$ cat src/rtl/pixel_stream_pkg.sv
// rtl/pixel_stream_pkg.sv - shared types, defaults and helpers for the pixel stream packer
//
// Purpose: FSM state encoding, default sizing parameters and the byte
// inversion helper used by pixel_stream_packer and its sub-module.
package pixel_stream_pkg;

  localparam int MAX_CHANNEL_DEF = 4;
  localparam int DIM_W_DEF       = 16;

  typedef enum logic [1:0] {
    ST_IDLE  = 2'd0,
    ST_RUN   = 2'd1,
    ST_DRAIN = 2'd2
  } state_e;

  function automatic logic [7:0] pxl_invert(input logic [7:0] b);
    return 8'hFF - b;
  endfunction

endpackage

$ cat src/rtl/pixel_frame_counter.sv
// rtl/pixel_frame_counter.sv - column/row position tracker with frame marker decode
//
// Purpose: tracks the position of the pixel currently being assembled and
// decodes its start-of-frame / end-of-line / end-of-frame markers.
// Ports:
//   clk, reset_n   clock, asynchronous active-low reset
//   clear          return to column 0, row 0
//   step           advance one pixel (column wraps at width-1, row increments)
//   width, height  frame geometry of the current frame
//   sof, eol, eof  markers for the current position
module pixel_frame_counter #(
  parameter int DIM_W = 16
) (
  input  logic             clk,
  input  logic             reset_n,
  input  logic             clear,
  input  logic             step,
  input  logic [DIM_W-1:0] width,
  input  logic [DIM_W-1:0] height,
  output logic             sof,
  output logic             eol,
  output logic             eof
);

  logic [DIM_W-1:0] col_q, col_d;
  logic [DIM_W-1:0] row_q, row_d;

  assign sof = (col_q == '0) && (row_q == '0);
  assign eol = (col_q == width - 1'b1);
  assign eof = eol && (row_q == height - 1'b1);

  // Row never wraps: the frame ends at eof and the next frame starts with clear.
  always_comb begin
    col_d = col_q;
    row_d = row_q;
    if (clear) begin
      col_d = '0;
      row_d = '0;
    end else if (step) begin
      if (eol) begin
        col_d = '0;
        row_d = row_q + 1'b1;
      end else begin
        col_d = col_q + 1'b1;
      end
    end
  end

  always_ff @(posedge clk or negedge reset_n) begin
    if (!reset_n) begin
      col_q <= '0;
      row_q <= '0;
    end else begin
      col_q <= col_d;
      row_q <= row_d;
    end
  end

endmodule

$ cat src/rtl/pixel_stream_packer.sv
// rtl/pixel_stream_packer.sv - packs a frame byte stream into one word per pixel with frame markers
//
// Purpose: accepts frame bytes (line, pixel, channel order), optionally
// inverts them, packs the channel bytes of each pixel into one word and
// emits it with sof/eol/eof markers under valid/ready flow control.
// Ports:
//   clk, reset_n                      clock, asynchronous active-low reset
//   cfg_width/height/channel/invert   frame configuration, sampled at accepted start
//   start, busy, done, err_cfg        frame control and status
//   s_valid, s_ready, s_data          byte input stream
//   m_valid, m_ready, m_data          packed pixel output stream
//   m_sof, m_eol, m_eof               frame markers qualified by m_valid
module pixel_stream_packer
  import pixel_stream_pkg::*;
#(
  parameter int MAX_CHANNEL = MAX_CHANNEL_DEF,
  parameter int DIM_W       = DIM_W_DEF
) (
  input  logic                     clk,
  input  logic                     reset_n,
  input  logic [DIM_W-1:0]         cfg_width,
  input  logic [DIM_W-1:0]         cfg_height,
  input  logic [2:0]               cfg_channel,
  input  logic                     cfg_invert,
  input  logic                     start,
  output logic                     busy,
  output logic                     done,
  output logic                     err_cfg,
  input  logic                     s_valid,
  output logic                     s_ready,
  input  logic [7:0]               s_data,
  output logic                     m_valid,
  input  logic                     m_ready,
  output logic [8*MAX_CHANNEL-1:0] m_data,
  output logic                     m_sof,
  output logic                     m_eol,
  output logic                     m_eof
);

  localparam logic [2:0] MAX_CH3 = 3'(MAX_CHANNEL);

  state_e                   state_q, state_d;
  logic [DIM_W-1:0]         width_q, width_d;
  logic [DIM_W-1:0]         height_q, height_d;
  logic [2:0]               channel_q, channel_d;
  logic                     invert_q, invert_d;
  logic [2:0]               byte_idx_q, byte_idx_d;
  logic [8*MAX_CHANNEL-1:0] asm_q, asm_d;
  logic [8*MAX_CHANNEL-1:0] m_data_q, m_data_d;
  logic                     m_valid_q, m_valid_d;
  logic                     m_sof_q, m_sof_d;
  logic                     m_eol_q, m_eol_d;
  logic                     m_eof_q, m_eof_d;
  logic                     done_q, done_d;
  logic                     err_cfg_q, err_cfg_d;

  logic       last_byte, s_fire, pix_fire, m_fire, cfg_ok, start_ok;
  logic       f_sof, f_eol, f_eof;
  logic [7:0] byte_in;

  assign last_byte = (byte_idx_q == channel_q - 3'd1);
  // The final byte of a pixel needs room in the output register; earlier
  // bytes only go into the assembly register and can always be taken.
  assign s_ready   = (state_q == ST_RUN) && (!last_byte || !m_valid_q || m_ready);
  assign s_fire    = s_valid && s_ready;
  assign pix_fire  = s_fire && last_byte;
  assign m_fire    = m_valid_q && m_ready;
  assign cfg_ok    = (cfg_width != '0) && (cfg_height != '0) &&
                     (cfg_channel != 3'd0) && (cfg_channel <= MAX_CH3);
  assign start_ok  = (state_q == ST_IDLE) && start && cfg_ok;
  assign byte_in   = invert_q ? pxl_invert(s_data) : s_data;

  pixel_frame_counter #(.DIM_W(DIM_W)) u_counter (
    .clk     (clk),
    .reset_n (reset_n),
    .clear   (start_ok),
    .step    (pix_fire),
    .width   (width_q),
    .height  (height_q),
    .sof     (f_sof),
    .eol     (f_eol),
    .eof     (f_eof)
  );

  always_comb begin
    state_d    = state_q;
    width_d    = width_q;
    height_d   = height_q;
    channel_d  = channel_q;
    invert_d   = invert_q;
    byte_idx_d = byte_idx_q;
    asm_d      = asm_q;
    m_data_d   = m_data_q;
    m_valid_d  = m_valid_q;
    m_sof_d    = m_sof_q;
    m_eol_d    = m_eol_q;
    m_eof_d    = m_eof_q;
    done_d     = 1'b0;
    err_cfg_d  = 1'b0;

    if (m_fire) begin
      m_valid_d = 1'b0;
    end

    // Byte 0 of each pixel starts from a zeroed word so unused upper bytes read 0.
    if (s_fire) begin
      if (byte_idx_q == 3'd0) begin
        asm_d = '0;
      end
      for (int k = 0; k < MAX_CHANNEL; k++) begin
        if (byte_idx_q == 3'(k)) begin
          asm_d[8*k +: 8] = byte_in;
        end
      end
      byte_idx_d = last_byte ? 3'd0 : byte_idx_q + 3'd1;
    end

    if (pix_fire) begin
      m_data_d  = asm_d;
      m_valid_d = 1'b1;
      m_sof_d   = f_sof;
      m_eol_d   = f_eol;
      m_eof_d   = f_eof;
    end

    case (state_q)
      ST_IDLE: begin
        if (start) begin
          if (cfg_ok) begin
            width_d    = cfg_width;
            height_d   = cfg_height;
            channel_d  = cfg_channel;
            invert_d   = cfg_invert;
            byte_idx_d = 3'd0;
            asm_d      = '0;
            state_d    = ST_RUN;
          end else begin
            err_cfg_d = 1'b1;
          end
        end
      end
      ST_RUN: begin
        if (pix_fire && f_eof) begin
          state_d = ST_DRAIN;
        end
      end
      ST_DRAIN: begin
        if (m_fire && m_eof_q) begin
          done_d  = 1'b1;
          state_d = ST_IDLE;
        end
      end
      default: state_d = ST_IDLE;
    endcase
  end

  always_ff @(posedge clk or negedge reset_n) begin
    if (!reset_n) begin
      state_q    <= ST_IDLE;
      width_q    <= '0;
      height_q   <= '0;
      channel_q  <= 3'd0;
      invert_q   <= 1'b0;
      byte_idx_q <= 3'd0;
      asm_q      <= '0;
      m_data_q   <= '0;
      m_valid_q  <= 1'b0;
      m_sof_q    <= 1'b0;
      m_eol_q    <= 1'b0;
      m_eof_q    <= 1'b0;
      done_q     <= 1'b0;
      err_cfg_q  <= 1'b0;
    end else begin
      state_q    <= state_d;
      width_q    <= width_d;
      height_q   <= height_d;
      channel_q  <= channel_d;
      invert_q   <= invert_d;
      byte_idx_q <= byte_idx_d;
      asm_q      <= asm_d;
      m_data_q   <= m_data_d;
      m_valid_q  <= m_valid_d;
      m_sof_q    <= m_sof_d;
      m_eol_q    <= m_eol_d;
      m_eof_q    <= m_eof_d;
      done_q     <= done_d;
      err_cfg_q  <= err_cfg_d;
    end
  end

  assign busy    = (state_q != ST_IDLE);
  assign done    = done_q;
  assign err_cfg = err_cfg_q;
  assign m_valid = m_valid_q;
  assign m_data  = m_data_q;
  assign m_sof   = m_sof_q;
  assign m_eol   = m_eol_q;
  assign m_eof   = m_eof_q;

endmodule

$ cat config.mk
export PLATFORM = sky130hd
export DESIGN_NAME = pixel_stream_packer
export DESIGN_NICKNAME = d
export VERILOG_FILES = /design/src/rtl/pixel_stream_pkg.sv /design/src/rtl/pixel_frame_counter.sv /design/src/rtl/pixel_stream_packer.sv
export SDC_FILE = /design/constraint.sdc
export NUM_CORES = 1
export LEC_CHECK = 0
export ABC_AREA = 1
export CORE_ASPECT_RATIO = 0.5
export CORE_UTILIZATION = 58
export CTS_BUF_LIST = sky130_fd_sc_hd__clkbuf_4 sky130_fd_sc_hd__clkbuf_8 sky130_fd_sc_hd__clkbuf_16
export DETAILED_ROUTE_END_ITERATION = 6
export GPL_TIMING_DRIVEN = 0
export PLACE_DENSITY = 0.83
export SLEW_MARGIN = 40
export SYNTH_ARGS = -nofsm -noshare
export SYNTH_HDL_FRONTEND = slang
export SYNTH_SLANG_ARGS = --single-unit
$ cat constraint.sdc
create_clock -name clk -period 2.7 [get_ports clk]
set_input_delay 0.675 -clock clk [delete_from_list [all_inputs] [get_ports clk]]
set_output_delay 0.675 -clock clk [all_outputs]
set_load 0.01 [all_outputs]
; ---- After elaboration in Yosys (flattened, before gate mapping)
; Cells that the tools add are included.
[word_totals]
reg_bits = 143
latch_bits = 0
ramBits = 0
romBits = 0
input_bits = 49
word_cells = 100
n_memories = 0
[classes]
addsub = 7
mul = 0
div_mod_pow = 0
order_cmp = 1
n_eq_ne = 12
shift = 0
muxes = 33
n_bitwise = 0
reduce_logical = 31
[ops]
columns = cell, count
row1 = 2-to-1 mux 32 bit, 5
row2 = 2-to-1 mux 16 bit, 6
row3 = 2-to-1 mux 8 bit, 5
row4 = "adder 16 x 1 -> 16 bit, second input constant", 2
row5 = equality test 16 bit, 2
row6 = zero test 16 bit, 2
row7 = nonzero test 16 bit, 2
row8 = "subtractor 16 x 1 -> 16 bit, second input constant", 2
row9 = 2-to-1 mux 3 bit, 5
row10 = logical AND 1 bit, 13
row11 = 2-to-1 mux 2 bit, 4
row12 = nonzero test 2 bit, 4
row13 = "subtractor 8 bit, first input constant", 1
row14 = 2-to-1 mux 1 bit, 7
row15 = "equality test 3 x 2 -> 1 bit, second input constant", 2
row16 = "!= test 2 bit, second input constant", 3
row17 = one-hot mux 2 bit (3 select lines), 1
row18 = AND reduction 4 bit, 1
row19 = "adder 3 x 1 -> 3 bit, second input constant", 1
row20 = "equality test 3 x 1 -> 1 bit, second input constant", 1
row21 = equality test 3 bit, 1
row22 = "<= comparator 3 bit, second input constant", 1
row23 = zero test 3 bit, 1
row24 = AND reduction 3 bit, 1
row25 = 9 further kinds, 11

; ---- Longest topological paths before layout
[depth]
depth_word = 11
depth_mapped = 16
ltp_nobuf = 16

; ---- Hierarchy
; From an unflattened synthesis, not the netlist that was laid out.
[unflattened]
cells_unflattened = 1175
hier_area_um2 = 8740.9
[modules_own_cells]
columns = mod, n_inst, cells_per_inst, area_each_um2, seq_area_each_um2
row1 = pixel_stream_packer, 1, 660, 5457.7, 2777.7
row2 = pixel_frame_counter, 1, 515, 3283.1, 800.8

; ---- Worst setup path before layout
; OpenSTA, ideal clock, no wires.
[synth_timing]
path_type = register to register
start = register channel_q[0]
end = register m_data_q[22], in the netlist m_data[22]
arrival_time_ns = 1.949
t_required_ns = 2.634
setup_slack_ns = 0.685
path_stages_with_launch = 11
path_buffers = 2
period_less_slack_ns = 2.015
path_cell_list = dfrtp_1 -> inv_1 -> ha_1 -> or2_2 -> nand4_1 -> nor2_1 -> nand4_1 -> clkbuf_1 -> clkbuf_1 -> nand2_1 -> nand2_1
[synth_via]
elab_chain_cells = 8
elab_cells_between_ends = 9
cone_classes = add/sub: 1 / eq/ne: 1 / mux: 1 / reduce/logical: 6
[synth_rtl]
columns = item, line
row1 = from (decl), pixel_stream_packer.sv:45  ; logic [2:0] channel_q, channel_d;
row2 = from (signal assigned), pixel_stream_packer.sv:177  ; channel_q <= channel_d;
row3 = subtractor 3 x 1 -> 3 bit (*), pixel_stream_packer.sv:61  ; assign last_byte = (byte_idx_q == channel_q - 3'd1);
row4 = equality test 3 bit (*), pixel_stream_packer.sv:61
row5 = zero test 1 bit, pixel_stream_packer.sv:64  ; assign s_ready = (state_q == ST_RUN) && (!last_byte || !m_valid_q || m_ready);
row6 = logical OR 1 bit (2 in a row), pixel_stream_packer.sv:64
row7 = logical AND 1 bit, pixel_stream_packer.sv:64
row8 = logical AND 1 bit, pixel_stream_packer.sv:65  ; assign s_fire = s_valid && s_ready;
row9 = 2-to-1 mux 32 bit / logical AND 1 bit (equally long branches), "pixel_stream_packer.sv:106, pixel_stream_packer.sv:66"
row10 = to (signal assigned), pixel_stream_packer.sv:181  ; m_data_q <= m_data_d;
row11 = to (decl), pixel_stream_packer.sv:49  ; logic [8*MAX_CHANNEL-1:0] m_data_q, m_data_d;
; Mark *: on every way between the ends. The rest lies on a longest branch, timed or not.
; A chain may end at the register's enable or synchronous reset.

; ---- Worst setup path in the final report
[layout_timing]
start = register channel_q[0]
end = register u_counter.col_q[6]
[layout_via]
elab_chain_cells = 9
[layout_rtl]
columns = item, line
row1 = subtractor 3 x 1 -> 3 bit (*), pixel_stream_packer.sv:61
row2 = equality test 3 bit (*), pixel_stream_packer.sv:61
row3 = zero test 1 bit, pixel_stream_packer.sv:64
row4 = logical OR 1 bit (2 in a row), pixel_stream_packer.sv:64
row5 = logical AND 1 bit, pixel_stream_packer.sv:64
row6 = logical AND 1 bit, pixel_stream_packer.sv:65
row7 = logical AND 1 bit (*), pixel_stream_packer.sv:66  ; assign pix_fire = s_fire && last_byte;
row8 = nonzero test 2 bit (no source line) (*), -
row9 = to (signal assigned), pixel_frame_counter.sv:54  ; col_q <= col_d;
row10 = to (decl), pixel_frame_counter.sv:25  ; logic [DIM_W-1:0] col_q, col_d;
; Marks and branches as above.

==> flow_metrics.py <==
metrics = {
    "cells_and_area": {
        "drive_above_1_share": 0.0722,
        "multiInputGateArea_sq_mm": 0.00438,
        "nets": 1434,
        "seqCellArea_sq_mm": 0.00358,
        "antenna_cells": 0,
        "syn_to_final_growth_pct": 20.0,
        "final_cell_mix": "nand2_1, inv_1, dfrtp_1",
        "final_common_cell": "nand2_1",
        "fill_cells": 1180,
    },
    "timing": {
        "postLayoutSetupSlackWorst_ns": 0.0727,
        "skew_ns": 0.0130,
        "setup_viol": 0,
        "worstMarginPinSlew_ns": 0.676,
        "post-route-min-period_ns": 2.63,
        "hold_violations": 0,
        "report.final.slew_viol_count": 0,
        "fmax_ghz": 0.381,
        "finalCritPeriodShare": 0.973,
        "maxSlewHeadroom": 0.550,
        "fin_tns_setup_ns": 0,
    },
    "placed_design": {
        "place_ws_ns": -0.316,
        "port_buffers": 88,
        "dp.final_hpwl_mm": 17.6,
        "place.gp.congestion": 0.946,
    },
    "global_route": {
        "grt_usage": 0.320,
        "grt_pass1_vias": 8159,
        "grt_overflow": 0,
        "grt_pass1_wl_mm": 39.0,
        "grt_max_degree": 72,
        "antenna_found_initial": 0,
    },
    "logic_synthesis": {
        "syn_area_sq_mm": 0.00882,
        "syn_inst": 1263,
        "yosysUniqueCellTypes": 33,
        "yosys_warnings": 0,
        "avgSynthCellArea_sq_um": 6.99,
        "synth-seq-area-share": 0.406,
        "syn-num-nets": 1324,
        "ys_seq_elements": 143,
    },
    "setup_path": {
        "crit_family": "simple AND/OR/NAND/NOR gates",
        "cp_max_fo": 10,
        "end_kind": "register",
        "max_stage_delay_ns": 0.44,
        "cp.depth": 10,
        "start_kind": "register",
        "path_cells": "inv_2 -> ha_4 -> xnor2_2 -> xor2_1 -> nor2_1 -> nand4_1 -> nand2_2 -> clkinv_1 -> nand2_1 -> o21ai_0",
        "cp_num_buf_inv": 2,
        "arrival_ns": 2.92,
        "worstRegToRegCells": 10,
        "worst-setup-path-type": "register to register",
        "critPathRequiredTime_ns": 2.99,
        "crit_slowest_cell": "nand4_1",
    },
    "floorplan": {
        "core-area_sq_mm": 0.0147,
        "die_y_um": 89.2,
        "die_area_sq_mm": 0.0157,
        "die_x_um": 176,
        "start_util": 0.602,
        "rows": 31,
        "top_level_ports": 89,
    },
    "power": {
        "vdd_drop_max_mv": 0.648,
        "leakagePower_nw": 5.28,
        "powerDensity_mw_per_mm2": 1020,
    },
    "hold_path": {
        "holdCritPathClass": "input port to asynchronous set/reset pin",
    },
    "clock_tree": {
        "clk_pin_slew_worst_paths_ns": 0.07,
        "clockBufferDepth": 2,
        "htreeDepth": 4,
        "clock_sinks": 143,
        "clock_latency_ns": 0.43,
        "tritoncts": "done",
        "cts_buffers": 17,
        "clock-root-buffer": "clkbuf_16",
    },
    "run": {
        "cap_viol_max_count": 0,
    },
    "detailed_routing": {
        "wl_per_cell_um": 15.5,
        "drt-pass1-iter-count": 6,
        "drc_errors": 0,
        "viasPerCell": 5.50,
        "antenna_left": 0,
        "wirelength_mm": 24.5,
        "via_count": 8700,
        "drt_iter0_markers": 842,
    },
    "run_status": {
        "status": "finished, final reports clean",
    },
}
## cell families after synthesis
kind of cell               Yosys count  synth area share
xor gates and xnor gates            56            0.0564
DFF                                143             0.406
AOI/OAI and AO/OA                  119            0.0678
and+or+nand+nor                    708             0.353
buffers and inverters              225             0.100
adders and majority gates           12            0.0170
## per-stage QoR
step	util	hold slack (ns)	instance area (sq um)	cells	power, mW
final	0.722	0.0780	10600	1583	10.8
after global routing	0.722	0.0866	10600	1583	11.6
after CTS	0.721	0.0807	10600	1582	10.7
after detailed placement	0.683	0.428	10000	1551	8.40
after global placement	0.679	0.420	9950	1549	8.18
after floorplan	-	0.379	8820	1263	6.76
## sequential cells by signal, summed over array words and instances (netlist names)
name / flops
m_data: 32
err_cfg: 1
m_valid: 1
width_q: 16
m_sof: 1
m_eof: 1
invert_q: 1
done: 1
height_q: 16
u_counter.col_q: 16
state_q: 2
asm_q: 32
byte_idx_q: 3
channel_q: 3
u_counter.row_q: 16
m_eol: 1
## power breakdown
group	total (mW)	switching, mW	leakage, nW	internal (mW)
registers	3.52	0.639	1.89	2.88
logic	5.08	3.19	3.11	1.89
clock network	2.23	0.952	0.270	1.27
total	10.8	4.78	5.28	6.05
## cell type report
cell class / instances / share of cell area
Multi-Input combinational cell: 895 / 0.414
Inverter: 177 / 0.0628
Clock buffer: 23 / 0.0462
Timing Repair Buffer: 91 / 0.0891
Buffer: 48 / 0.0210
Sequential cell: 143 / 0.338
Tap cell: 198 / 0.0234
Clock inverter: 8 / 0.00532
## metal layers
| metal | vias up | global-route usage | routed length (um) |
|---|---|---|---|
| li1 | 4173 | - | - |
| met3 | 61 | 0.0612 | 1760 |
| met2 | 397 | 0.576 | 11800 |
| met1 | 4069 | 0.393 | 10300 |
| met4 | 0 | 0.114 | 556 |
| met5 | - | 0 | 0 |
## worst reg2reg max path: stages (launching register included)
cell and delay, ns:
dfrtp_1 0.37, inv_2 0.07, ha_4 0.16, xnor2_2 0.14, xor2_1 0.15, nor2_1 0.17, nand4_1 0.44, nand2_2 0.39
clkinv_1 0.34, nand2_1 0.16, o21ai_0 0.11
## final timing paths
check | from | endpoint | slack [ns]
worst max-delay path | channel_q[0] | u_counter.col_q[6] | 0.07
worst min-delay path | reset_n | width_q[2] | 0.08
worst max register to register | channel_q[0] | u_counter.col_q[6] | 0.07
worst min register to register | state_q[0] | done | 0.44
max in group asynchronous | reset_n | m_data[5] | 1.71
min in group clk | state_q[0] | done | 0.44
## Yosys cell counts
cell type  count  share of area
a21oi_1        3         0.0017
and2_1         1        0.00071
buf_1          6         0.0026
buf_2         15         0.0085
buf_4          1        0.00085
buf_6          2         0.0026
clkbuf_1      24          0.010
clkinv_1       1        0.00043
dfrtp_1      143           0.41
ha_1          12          0.017
inv_1        175          0.074
inv_2          1        0.00043
nand2_1      399           0.17
nand2_2        7         0.0050
nand3_1       86          0.049
nand3_2        9          0.010
nand3_4        1         0.0020
nand3b_1       8         0.0068
nand4_1       36          0.026
nand4_2        1         0.0014
nor2_1       120          0.051
nor2_2         7         0.0050
nor2_4         4         0.0051
nor2_8         2         0.0045
nor3_1        13         0.0074
nor4_1        10         0.0071
o21ai_0      112          0.064
o21ai_1        3         0.0017
o31ai_1        1        0.00085
or2_2          4         0.0028
xnor2_1       25          0.025
xor2_1        30          0.030
xor2_2         1         0.0018
## what timing repair did
item	4_1_cts	5_1_grt
setup endpoints to repair	1	55
resized for setup	4	10
buffers inserted	0	1
hold buffers	0	0
pin swaps	0	2
(Power assumes the default switching activity.)
